$ cat src/rtl/arith_pkg.sv
// Arithmetic helpers shared by the sequential signed divider.
//   state_t   - divider control states
//   negate    - two's-complement negate, result masked to w bits
//   magnitude - |v| of a w-bit two's-complement value, w+1 bits wide
//   min_val   - most-negative w-bit value (bit w-1 set)
// All helpers work on a 33-bit carrier so one copy serves every width 4..32.
package arith_pkg;

    localparam int MAX_W = 32;

    typedef enum logic [1:0] {IDLE, CALC, FIX, DONE} state_t;

    typedef logic [MAX_W:0] wide_t;

    function automatic wide_t width_mask(input int unsigned w);
        return (wide_t'(1) << w) - wide_t'(1);
    endfunction

    function automatic wide_t negate(input wide_t v, input int unsigned w);
        return (~v + wide_t'(1)) & width_mask(w);
    endfunction

    // Sign-extend before negating so |most-negative| comes out as 2^(w-1)
    // in w+1 bits instead of aliasing back to itself.
    function automatic wide_t magnitude(input wide_t v, input int unsigned w);
        wide_t s;
        s = v >> (w - 1);
        if (s[0])
            return negate(v | ~width_mask(w), w + 1);
        return v & width_mask(w);
    endfunction

    function automatic wide_t min_val(input int unsigned w);
        return wide_t'(1) << (w - 1);
    endfunction

endpackage

$ cat src/rtl/seq_signed_div_if.sv
// Request/response bundle for seq_signed_div.
//   master: drives start/dividend/divisor, observes results and status
//   slave : the divider
interface seq_signed_div_if #(
    parameter int WIDTH = 8
);
    logic             start;
    logic [WIDTH-1:0] dividend;
    logic [WIDTH-1:0] divisor;
    logic             busy;
    logic             done;
    logic [WIDTH-1:0] quotient;
    logic [WIDTH-1:0] remainder;
    logic             div_by_zero;
    logic             overflow;

    modport master (
        output start, dividend, divisor,
        input  busy, done, quotient, remainder, div_by_zero, overflow
    );

    modport slave (
        input  start, dividend, divisor,
        output busy, done, quotient, remainder, div_by_zero, overflow
    );
endinterface

$ cat src/rtl/div_step.sv
// One restoring-division step (combinational).
//   prem      : current partial remainder (WIDTH+1 bits, always < dmag)
//   bit_in    : next dividend bit shifted into the remainder
//   dmag      : divisor magnitude (WIDTH+1 bits)
//   prem_next : partial remainder after the trial subtract / restore
//   q_bit     : quotient bit produced by this step
module div_step #(
    parameter int WIDTH = 8
) (
    input  logic [WIDTH:0] prem,
    input  logic           bit_in,
    input  logic [WIDTH:0] dmag,
    output logic [WIDTH:0] prem_next,
    output logic           q_bit
);

    // One extra bit of headroom so the borrow lands in a dedicated sign bit.
    logic [WIDTH+1:0] shifted;
    logic [WIDTH+1:0] diff;

    assign shifted   = {prem, bit_in};
    assign diff      = shifted - {1'b0, dmag};
    assign q_bit     = ~diff[WIDTH+1];
    assign prem_next = q_bit ? diff[WIDTH:0] : shifted[WIDTH:0];

endmodule

$ cat src/rtl/seq_signed_div.sv
// Multi-cycle signed divider: restoring shift-subtract on magnitudes,
// one quotient bit per clock, signs fixed up at the end.
//   clk, rst : clock, asynchronous active-high reset
//   bus      : start/dividend/divisor in; busy/done/quotient/remainder/
//              div_by_zero/overflow out (seq_signed_div_if.slave)
// Results update only on the edge entering DONE and hold until the next
// operation reaches DONE.
module seq_signed_div
    import arith_pkg::*;
#(
    parameter int WIDTH = 8
) (
    input  logic            clk,
    input  logic            rst,
    seq_signed_div_if.slave bus
);

    localparam int               CW       = $clog2(WIDTH);
    localparam logic [WIDTH-1:0] MOST_NEG = WIDTH'(min_val(WIDTH));

    state_t state, state_n;

    logic [CW-1:0]    count;
    logic [WIDTH-1:0] dq;        // dividend bits out the top, quotient bits in the bottom
    logic [WIDTH:0]   prem;
    logic [WIDTH:0]   dmag;
    logic             sign_q;
    logic             sign_r;
    logic             ovf_pend;

    logic [WIDTH-1:0] quotient_r;
    logic [WIDTH-1:0] remainder_r;
    logic             dbz_r;
    logic             ovf_r;

    logic [WIDTH:0]   step_prem;
    logic             step_q;

    logic             div_zero;
    logic [WIDTH-1:0] dvd_abs;
    logic [WIDTH:0]   dsr_abs;
    logic [WIDTH-1:0] q_neg;
    logic [WIDTH-1:0] r_neg;

    div_step #(.WIDTH(WIDTH)) u_step (
        .prem      (prem),
        .bit_in    (dq[WIDTH-1]),
        .dmag      (dmag),
        .prem_next (step_prem),
        .q_bit     (step_q)
    );

    // |most-negative| = 2^(WIDTH-1) still fits WIDTH unsigned bits.
    always_comb begin
        div_zero = (bus.divisor == '0);
        dvd_abs  = WIDTH'(magnitude(wide_t'(bus.dividend), WIDTH));
        dsr_abs  = (WIDTH+1)'(magnitude(wide_t'(bus.divisor), WIDTH));
        q_neg    = WIDTH'(negate(wide_t'(dq), WIDTH));
        r_neg    = WIDTH'(negate(wide_t'(prem[WIDTH-1:0]), WIDTH));
    end

    always_ff @(posedge clk or posedge rst) begin
        if (rst) state <= IDLE;
        else     state <= state_n;
    end

    always_comb begin
        state_n = state;
        case (state)
            IDLE:    if (bus.start) state_n = div_zero ? DONE : CALC;
            CALC:    if (count == '0) state_n = FIX;
            FIX:     state_n = DONE;
            DONE:    state_n = IDLE;
            default: state_n = IDLE;
        endcase
    end

    always_ff @(posedge clk or posedge rst) begin
        if (rst) begin
            count       <= '0;
            dq          <= '0;
            prem        <= '0;
            dmag        <= '0;
            sign_q      <= 1'b0;
            sign_r      <= 1'b0;
            ovf_pend    <= 1'b0;
            quotient_r  <= '0;
            remainder_r <= '0;
            dbz_r       <= 1'b0;
            ovf_r       <= 1'b0;
        end else begin
            case (state)
                IDLE: begin
                    if (bus.start) begin
                        if (div_zero) begin
                            // Short-circuit straight to DONE with the defined result.
                            quotient_r  <= '1;
                            remainder_r <= bus.dividend;
                            dbz_r       <= 1'b1;
                            ovf_r       <= 1'b0;
                        end else begin
                            dq       <= dvd_abs;
                            dmag     <= dsr_abs;
                            prem     <= '0;
                            count    <= CW'(WIDTH - 1);
                            sign_q   <= bus.dividend[WIDTH-1] ^ bus.divisor[WIDTH-1];
                            sign_r   <= bus.dividend[WIDTH-1];
                            ovf_pend <= (bus.dividend == MOST_NEG) && (bus.divisor == '1);
                        end
                    end
                end
                CALC: begin
                    prem <= step_prem;
                    dq   <= {dq[WIDTH-2:0], step_q};
                    if (count != '0) count <= count - 1'b1;
                end
                FIX: begin
                    // MOST_NEG / -1 gives magnitude 2^(WIDTH-1) with sign_q=0,
                    // which reads back as MOST_NEG: the defined wrap.
                    quotient_r  <= sign_q ? q_neg : dq;
                    remainder_r <= sign_r ? r_neg : prem[WIDTH-1:0];
                    dbz_r       <= 1'b0;
                    ovf_r       <= ovf_pend;
                end
                default: ;
            endcase
        end
    end

    assign bus.busy        = (state != IDLE);
    assign bus.done        = (state == DONE);
    assign bus.quotient    = quotient_r;
    assign bus.remainder   = remainder_r;
    assign bus.div_by_zero = dbz_r;
    assign bus.overflow    = ovf_r;

endmodule

$ cat src/flat_wrapper.sv
// flat-port wrapper written by rule: the top's interface ports become plain ports
module seq_signed_div_flat import arith_pkg::*;
#(
    parameter int WIDTH = 8
)
  (clk, rst, bus_start, bus_dividend, bus_divisor, bus_busy, bus_done, bus_quotient, bus_remainder, bus_div_by_zero, bus_overflow);
  seq_signed_div_if #(.WIDTH(WIDTH)) bus_i ();
  input  logic clk;
  input  logic rst;
  input wire logic [$bits(bus_i.start)-1:0] bus_start;
  input wire logic [$bits(bus_i.dividend)-1:0] bus_dividend;
  input wire logic [$bits(bus_i.divisor)-1:0] bus_divisor;
  output wire logic [$bits(bus_i.busy)-1:0] bus_busy;
  output wire logic [$bits(bus_i.done)-1:0] bus_done;
  output wire logic [$bits(bus_i.quotient)-1:0] bus_quotient;
  output wire logic [$bits(bus_i.remainder)-1:0] bus_remainder;
  output wire logic [$bits(bus_i.div_by_zero)-1:0] bus_div_by_zero;
  output wire logic [$bits(bus_i.overflow)-1:0] bus_overflow;
  assign bus_i.start = bus_start;
  assign bus_i.dividend = bus_dividend;
  assign bus_i.divisor = bus_divisor;
  assign bus_busy = bus_i.busy;
  assign bus_done = bus_i.done;
  assign bus_quotient = bus_i.quotient;
  assign bus_remainder = bus_i.remainder;
  assign bus_div_by_zero = bus_i.div_by_zero;
  assign bus_overflow = bus_i.overflow;
  seq_signed_div #(.WIDTH(WIDTH)) u_core (.clk(clk), .rst(rst), .bus(bus_i));
endmodule
$ cat config.mk
export PLATFORM = sky130hd
export DESIGN_NAME = seq_signed_div_flat
export DESIGN_NICKNAME = d
export VERILOG_FILES = /design/src/rtl/arith_pkg.sv /design/src/rtl/seq_signed_div_if.sv /design/src/rtl/div_step.sv /design/src/rtl/seq_signed_div.sv /design/src/flat_wrapper.sv
export SDC_FILE = /design/constraint.sdc
export NUM_CORES = 1
export LEC_CHECK = 0
export CELL_PAD_IN_SITES_DETAIL_PLACEMENT = 0
export CELL_PAD_IN_SITES_GLOBAL_PLACEMENT = 1
export CORE_MARGIN = 10
export CORE_UTILIZATION = 30
export CTS_CLUSTER_DIAMETER = 200
export CTS_CLUSTER_SIZE = 12
export DETAILED_ROUTE_END_ITERATION = 10
export DONT_BUFFER_PORTS = 1
export PLACE_DENSITY = 0.63
export SLEW_MARGIN = 20
export SYNTH_ARGS = -nofsm -noshare
export SYNTH_HDL_FRONTEND = slang
export SYNTH_SLANG_ARGS = --single-unit
$ cat constraint.sdc
create_clock -name clk -period 3.2 [get_ports clk]
set_clock_uncertainty 0.15 [all_clocks]
set_input_delay 0.48 -clock clk [delete_from_list [all_inputs] [get_ports clk]]
set_output_delay 0.48 -clock clk [all_outputs]
set_load 0.1 [all_outputs]
# Yosys cells after proc, flatten, opt, wreduce, memory -nomap -nowiden
# Cells that the tools add are included.
dict set report totals {
  output_inout_bits 20
  input_bits 19
  ff_bits 52
  wordCells 83
}
dict set report op_classes {
  eq_ne 10
  add_sub_neg 6
  muxes 35
  n_reduce_logical 13
  bitwise 7
}
# op n
set ops {}
lappend ops {{two-way mux 8 bit} 10}
lappend ops {{case mux 8 bit (2 select lines)} 3}
lappend ops {{two-way mux 9 bit} 5}
lappend ops {{adder 8 x 1 -> 8 bit (second input constant)} 3}
lappend ops {{NOT 8 bit} 3}
lappend ops {{case mux 9 bit (2 select lines)} 1}
lappend ops {{== test 8 bit (second input constant)} 2}
lappend ops {{subtractor 10 x 9 -> 10 bit} 1}
lappend ops {{adder 9 x 1 -> 9 bit (second input constant)} 1}
lappend ops {{two-way mux 3 bit} 3}
lappend ops {{NOT 9 bit} 1}
lappend ops {{AND reduction 3 bit} 3}
lappend ops {{logical NOT 8 bit} 1}
lappend ops {{case mux 2 bit (4 select lines)} 1}
lappend ops {{two-way mux 1 bit} 6}
lappend ops {{two-way mux 2 bit} 3}
lappend ops {{!= test 2 x 1 -> 1 bit (second input constant)} 3}
lappend ops {{case mux 3 bit (2 select lines)} 1}
lappend ops {{nonzero test 2 bit} 3}
lappend ops {{== test 2 bit (second input constant)} 2}
lappend ops {{!= test 2 bit (second input constant)} 2}
lappend ops {{case mux 1 bit (2 select lines)} 2}
lappend ops {{AND reduction 4 bit} 1}
lappend ops {{logical NOT 3 bit} 1}
lappend ops {{other kinds (8)} 9}

# Depth between registers and ports, before layout
# Gate-level depths: netlist of the first run.
dict set report logic_depth {
  ltp_word 7
  ltp_mapped 10
}

# Cells and area by module
# A second synthesis of the first run with hierarchy kept.
dict set report hier_totals {
  cells_unflattened 363
  hier_area_um2 3524.6
}
# mod instances cells_each area_per_inst_um2 seq_area_each_um2
set by_module_without_submodules {}
lappend by_module_without_submodules {seq_signed_div 1 294 2956.6 1301.2}
lappend by_module_without_submodules {div_step 1 69 568.0 0.0}

# Worst setup path before layout of the first run
# No wires, ideal clock.
dict set report synth_timing {
  path_type {register to register}
  startpoint {register u_core.state[0]}
  endpoint {register u_core.remainder_r[3] (netlist: u_core.bus.remainder[3])}
  period_less_slack_ns 2.571
  path_slack_ns 0.629
  setup_ns 0.085
  t_arrival_ns 2.336
  path_buffers 2
  path_stages_with_launch 10
  cell_sequence {dfrtp_1 -> inv_1 -> ha_1 -> clkbuf_1 -> inv_1 -> nor3_1 -> a21oi_1 -> buf_2 -> nand2_1 -> o21ai_0}
}
dict set report synth_between {
  elab_chain_len 3
  elab_cells_between_ends 7
}
# element line_no
set synth_lines {}
lappend synth_lines {{start, declared} seq_signed_div.sv:21} ;# state_t state, state_n;
lappend synth_lines {{start signal, assigned} seq_signed_div.sv:64} ;# else state <= state_n;
lappend synth_lines {{logical NOT 2 bit or == test 2 bit (tied branches)} seq_signed_div.sv:92} ;# case (state)
lappend synth_lines {{!= test 2 x 1 -> 1 bit (no line) (tied with other cells)} n/a}
lappend synth_lines {{AND reduction 3 bit (no line)} n/a}
lappend synth_lines {{end signal, assigned} seq_signed_div.sv:98} ;# remainder_r <= bus.dividend;
lappend synth_lines {{end signal, assigned} seq_signed_div.sv:121} ;# remainder_r <= sign_r ? r_neg : prem[WIDTH-1:0];
lappend synth_lines {{end, declared} seq_signed_div.sv:32} ;# logic [WIDTH-1:0] remainder_r;
# Several ways; a longest one is shown, not always the timed one.
# A chain may end at the register's enable or synchronous reset.

# Worst setup path in the final report of the first run
dict set report layout_timing {
  startpoint {register u_core.dq[7]}
  endpoint {register u_core.prem[8]}
}
dict set report layout_between {
  elab_chain_len 3
}
# element line_no
set layout_lines {}
lappend layout_lines {{start, declared} seq_signed_div.sv:24} ;# logic [WIDTH-1:0] dq;
lappend layout_lines {{start signal, assigned} seq_signed_div.sv:102} ;# dq <= dvd_abs;
lappend layout_lines {{start signal, assigned} seq_signed_div.sv:114} ;# dq <= {dq[WIDTH-2:0], step_q};
lappend layout_lines {{subtractor 10 x 9 -> 10 bit} div_step.sv:22} ;# assign diff = shifted - {1'b0, dmag};
lappend layout_lines {{two-way mux 9 bit} div_step.sv:24} ;# assign prem_next = q_bit ? diff[WIDTH:0] : shifted[WIDTH:0];
lappend layout_lines {{case mux 9 bit (2 select lines)} seq_signed_div.sv:92}
lappend layout_lines {{end signal, assigned} seq_signed_div.sv:113} ;# prem <= step_prem;
lappend layout_lines {{end, declared} seq_signed_div.sv:25} ;# logic [WIDTH:0] prem;
# Every way passes these cells.

==> results of run 1 <==
[routing by layer]
layer | GRT usage [%] | up-vias
met5 | 0 | -
met4 | 2.61 | 0
met3 | 2.47 | 9
met2 | 18.0 | 39
met1 | 13.0 | 1231
li1 | - | 1319
[how the worst min path moves through the flow]
| stage | from | end | cells after the start |
|---|---|---|---|
| finish | rst | u_core.bus.overflow | 1 |
| global route | bus_start | u_core.dmag[8] | 1 |
| CTS | rst | u_core.bus.overflow | 1 |
| detailed placement | u_core.ovf_pend | u_core.ovf_pend | 2 |
| global placement | u_core.ovf_pend | u_core.ovf_pend | 2 |
| floorplan | u_core.ovf_pend | u_core.ovf_pend | 2 |
[per-stage QoR]
| stage | area, um2 | hold WS [ps] | utilization (%) |
|---|---|---|---|
| 4_1_cts | 3680 | 132 | 33.7 |
| 5_1_grt | 3690 | 150 | 33.7 |
| 6_report | 3690 | 91.1 | 33.7 |
| 3_3_place_gp | 3540 | 312 | 32.4 |
| 2_1_floorplan | 3380 | 294 | - |
| 3_5_place_dp | 3540 | 322 | 32.4 |
[logic make-up (layout without fill, tap and decap cells)]
| family | count (synthesis) | count (layout) | share of synthesized area, % |
|---|---|---|---|
| xor gates and xnor gates | 30 | 30 | 7.78 |
| adders and majority gates | 21 | 21 | 8.00 |
| AOI/OAI and AO/OA | 101 | 101 | 19.6 |
| DFF | 52 | 52 | 38.5 |
| muxes | 16 | 16 | 4.82 |
| buffers and inverters | 48 | 46 | 5.78 |
| and+or+nand+nor | 117 | 117 | 15.5 |
[state kept, by name, summed over array words and instances, names as in the netlist]
register,count
u_core.ovf_pend,1
u_core.bus.remainder,8
u_core.dmag,9
u_core.bus.div_by_zero,1
u_core.prem,9
u_core.state,2
u_core.bus.quotient,8
u_core.dq,8
u_core.sign_q,1
u_core.bus.overflow,1
u_core.count,3
u_core.sign_r,1
[layout make-up]
cell class | instances | area [um2]
fillers | 1141 | 7250
multi-input cells | 285 | 1890
flip-flops and latches | 52 | 1300
well taps | 140 | 175
clock buffers | 6 | 129
inverters | 29 | 109
repair buffers | 9 | 67.6
clock inverters | 2 | 16.3
[cell usage after synthesis, drive strengths merged (8+ instances only)]
master	count	area, um2
a21oi	18	90.1
a31oi	13	87.6
buf	8	45.0
clkbuf	11	41.3
dfrtp	52	1300
ha	20	250
inv	29	109
mux2i	14	140
nand2	48	180
nor2	35	131
o21ai	34	170
o31ai	10	75.1
xnor2	18	158
xor2	12	105
==> reports/metrics.yaml, run 1 <==
outcome: "completed"
grt.total_usage_pct: 10.5
clockRootBuffer: "clkbuf_16"
synth_edf_count: 0
layout_worst_path_cycle_share_pct: 81.0
ys_seq_elements: 52
preCtsSetupSlack_ps: 519
io_buffer_count: 0
worst_setup_path_end_kind: "flop"
final.min_clock_period_ps: 2590
cts_inserted_buffers: 5
grt_max_degree: 41
crit_slowest_cell: "fa_1"
dr_wl_met2_mm: 4.07
ys_warn_count: 0
fmax_ghz: 0.386
crit_fanout: 3
slowest_delay_ps: 390
relSlewSlack_pct: 33.7
die_x_um: 126
post_drt_wl_per_cell_um: 15.8
dp_hpwl_mm: 6.35
cts_tree: "built"
drt_wl_total_mm: 8.27
io_pins: 39
h-tree-depth: 2
reg2reg_to: "u_core.prem[8]"
drtIter0Drc: 148
clk_pin_slew_ps: 70
antenna_cells: 0
die_area_um2: 15900
start_util_pct: 30.9
reg2regPathDepth: 10
clk-insertion-delay-late_ps: 290
worstPathRequired_ps: 3260
hold_viol_final: 0
cp.depth: 10
drv_slew: 0
viasPerCell: 4.97
rsz0062_at_grt: "no"
antenna_found_initial: 0
layout_commonest_cell: "dfrtp_1"
ys_seq_area_share_pct: 38.5
placed_cells_incl_taps: 515
met3_length_um: 441
highest_layer: "met4"
core_area_um2: 10900
setup_viol: 0
firstDrtPassIters: 4
r2r_start: "u_core.dq[7]"
synth_cells: 385
tightest_slew_ps: 997
critPathLaunchType: "flop"
fp.dieH_um: 126
critPathLaunch: "u_core.dq[7]"
path_cells: "inv_1 -> ha_1 -> inv_1 -> fa_1 -> a21o_1 -> a221o_2 -> o41ai_2 -> xnor2_1 -> mux2i_1 -> o21ai_0"
synthArstFlopShare_pct: 100
arrival_ps: 2650
drc: 0
vias: 2598
final_cell_mix: "dfrtp_1, nand2_1, nor2_1, inv_1, o21ai_0"
hold_path_class: "input pin to async pin"
cts_setup_buffers: 0
grt_pass1_vias: 2510
fin_nets: 422
num_rows: 38
max_cap_viol_count: 0
clk_path_buf_depth: 2
grt-ovfl-total: 0
path_buf_inv: 2
ys.flop_type: "dfrtp_1"
clock-sinks: 52
cts_resized: 0
grt_pass1_wl_mm: 13.8
ant_nets: 0
mappedNetlistNets: 425
crit_family: "compound AO/OA/AOI/OAI gates"
finalSetupTns_ps: 0
holdBufCountCts: 0
syn-cell-area_um2: 3380
drive_gt1_share_pct: 7.83
area_growth_syn_to_layout_pct: 9.23
synth.distinct_cells: 50
finalNonFillerCells: 523
gp_congestion: 0.774
syn_area_per_cell_um2: 8.77
crit_type: "flop to flop"
crit_path_frequent_cell: "inv_1"
timing.final.ws_setup_ps: 609
crit_path_end: "u_core.prem[8]"
ff2ff_setup_slack_ps: 610
met1_length_mm: 3.68
Power of run 1 is not shown: default switching activity piles up to over one toggle a cycle in this logic, so the estimate is an artifact.
==> run 2, diff against run 1 <==
- PLACE_DENSITY: 0.63 -> 0.65
- clock period: 3.2 -> 2.3 ns (I/O delays scaled with it)
==> reports/metrics.yaml, run 2 (synthesized netlist as in run 1, its figures left out) <==
outcome: "complete, but fails checks"
failed_checks: "setup timing"
clk_pin_slew_ps: 70  # about the same
area_growth_syn_to_layout_pct: 22.1
fp.dieH_um: 126  # unchanged
grt-ovfl-total: 0  # unchanged
clk_path_buf_depth: 2  # unchanged
layout_commonest_cell: "dfrtp_1"
crit_path_frequent_cell: "inv_2"
tightest_slew_ps: 742  # -255 ps
cts_inserted_buffers: 5  # unchanged
arrival_ps: 2380  # -270 ps
crit_family: "compound AO/OA/AOI/OAI gates"
vias: 2716  # +4.5%
placed_cells_incl_taps: 555  # +7.8%
grt_pass1_vias: 2709  # +7.9%
fin_nets: 464  # +10%
fmax_ghz: 0.432  # +12%
antenna_found_initial: 0  # unchanged
firstDrtPassIters: 4  # unchanged
crit_slowest_cell: "dfrtp_1"
viasPerCell: 4.81  # -3.2%
drt_wl_total_mm: 8.34  # +0.83%
reg.largest.list: "u_core.dmag: 9 flops, u_core.prem: 9 flops"
post_drt_wl_per_cell_um: 14.8  # -6.7%
die_x_um: 126  # unchanged
utilization_pct: 37.7  # +4.0 points
timing.final.ws_setup_ps: -14.4  # -623 ps
grt.total_usage_pct: 10.6  # +0.12 points
ant_nets: 0  # unchanged
slowest_delay_ps: 390  # about the same
drtIter0Drc: 186  # +26%
cts_tree: "built"
design_area_um2: 4120  # +12%
gp_congestion: 0.827  # +6.9%
setup_viol: 2  # +2
worst_setup_path_end_kind: "flop"
drive_gt1_share_pct: 19.5  # +12 points
relSlewSlack_pct: 50.5  # +17 points
clockRootBuffer: "clkbuf_16"
dp_hpwl_mm: 6.55  # +3.2%
antenna_cells: 0  # unchanged
layout_worst_path_cycle_share_pct: 101  # +20 points
drv_slew: 0  # unchanged
clk-insertion-delay-late_ps: 290  # about the same
start_util_pct: 30.9  # unchanged
critPathLaunchType: "flop"
path_buf_inv: 2  # unchanged
h-tree-depth: 2  # unchanged
worstPathRequired_ps: 2360  # -900 ps
rsz0062_at_grt: "yes"
drc: 0  # unchanged
max_cap_viol_count: 0  # unchanged
hold_path_class: "input pin to flop"
crit_type: "flop to flop"
core_area_um2: 10900  # unchanged
hold_viol_final: 0  # unchanged
clock-sinks: 52  # unchanged
io_pins: 39  # unchanged
die_area_um2: 15900  # unchanged
io_buffer_count: 0  # unchanged
path_cells: "inv_2 -> ha_4 -> inv_2 -> fa_2 -> a21o_1 -> a221o_2 -> o41ai_2 -> xnor2_1 -> mux2i_1 -> o21ai_1"
grt_max_degree: 30  # -27%
final_cell_mix: "dfrtp_1, nand2_1, buf_4, nor2_1, o21ai_0"
final.min_clock_period_ps: 2310  # -277 ps
crit_fanout: 2  # -1
hold_slack_ps: 22.4  # -68.7 ps
num_rows: 38  # unchanged
finalNonFillerCells: 565  # +8.0%
placed_area_um2: 3920  # +11%
grt_pass1_wl_mm: 14.1  # +2.0%
## run 2: cell types whose count changed in the layout (fill, tap and decap cells not counted), moves of 2 or more
cell    change
ha_4        +3
buf_4      +37
ha_1        -3
buf_12      +4
inv_1       -3
inv_2       +2
## run 2: path summary, 6_finish.rpt
| check | start | endpoint | slack [ps] | depth (start not counted) |
|---|---|---|---|---|
| worst max-delay path | u_core.dq[7] | u_core.prem[8] | -10 | 10 |
| worst min-delay path | bus_start | u_core.dmag[8] | 20 | 1 |
| worst max register to register | u_core.dq[7] | u_core.prem[8] | -10 | 10 |
| worst min register to register | u_core.count[0] | u_core.count[0] | 320 | 1 |
| max in group asynchronous | rst | u_core.prem[7] | 1030 | 3 |
| min in group asynchronous | rst | u_core.bus.quotient[5] | 410 | 2 |
## run 2: worst register-to-register path: stages, from the launching register on
cell,delay [ps]
dfrtp_1,390
inv_2,80
ha_4,140
inv_2,40
fa_2,330
a21o_1,170
a221o_2,350
o41ai_2,240
xnor2_1,160
mux2i_1,80
o21ai_1,120
## run 2: cell type report
| cell class | count | area, um2 |
|---|---|---|
| repair buffers | 51 | 435 |
| multi-input cells | 285 | 1950 |
| inverters | 29 | 113 |
| flip-flops and latches | 52 | 1300 |
| fillers | 1107 | 6810 |
| well taps | 140 | 175 |
| clock inverters | 2 | 13.8 |
| clock buffers | 6 | 139 |
## run 2: what timing repair did
action | in CTS | in global routing
hold buffers | 1 | 0
setup buffers | 1 | 0
resized for setup | 2 | 3
hold endpoints to repair | 23 | 0
pin swaps | 2 | 2
endpoints found under the setup margin | 4 | 9
## run 2: per-stage QoR
stage | TNS [ps] | setup WS, ps
3_3_place_gp | -57.6 | -57.6
3_5_place_dp | -108 | -98.6
5_1_grt | -503 | -131
4_1_cts | -37.8 | -37.8
6_report | -28.7 | -14.4
2_1_floorplan | -18.4 | -18.4
## run 2: routing by layer
metal  wire, um  global-route usage (%)  vias up
met2       3900                    17.5       48
li1           -                       -     1405
met1       4000                    13.7     1257
met3        365                    2.47        6
met4         85                    2.75        0
met5          0                       0        -
Power of run 2 is left out for the same reason.
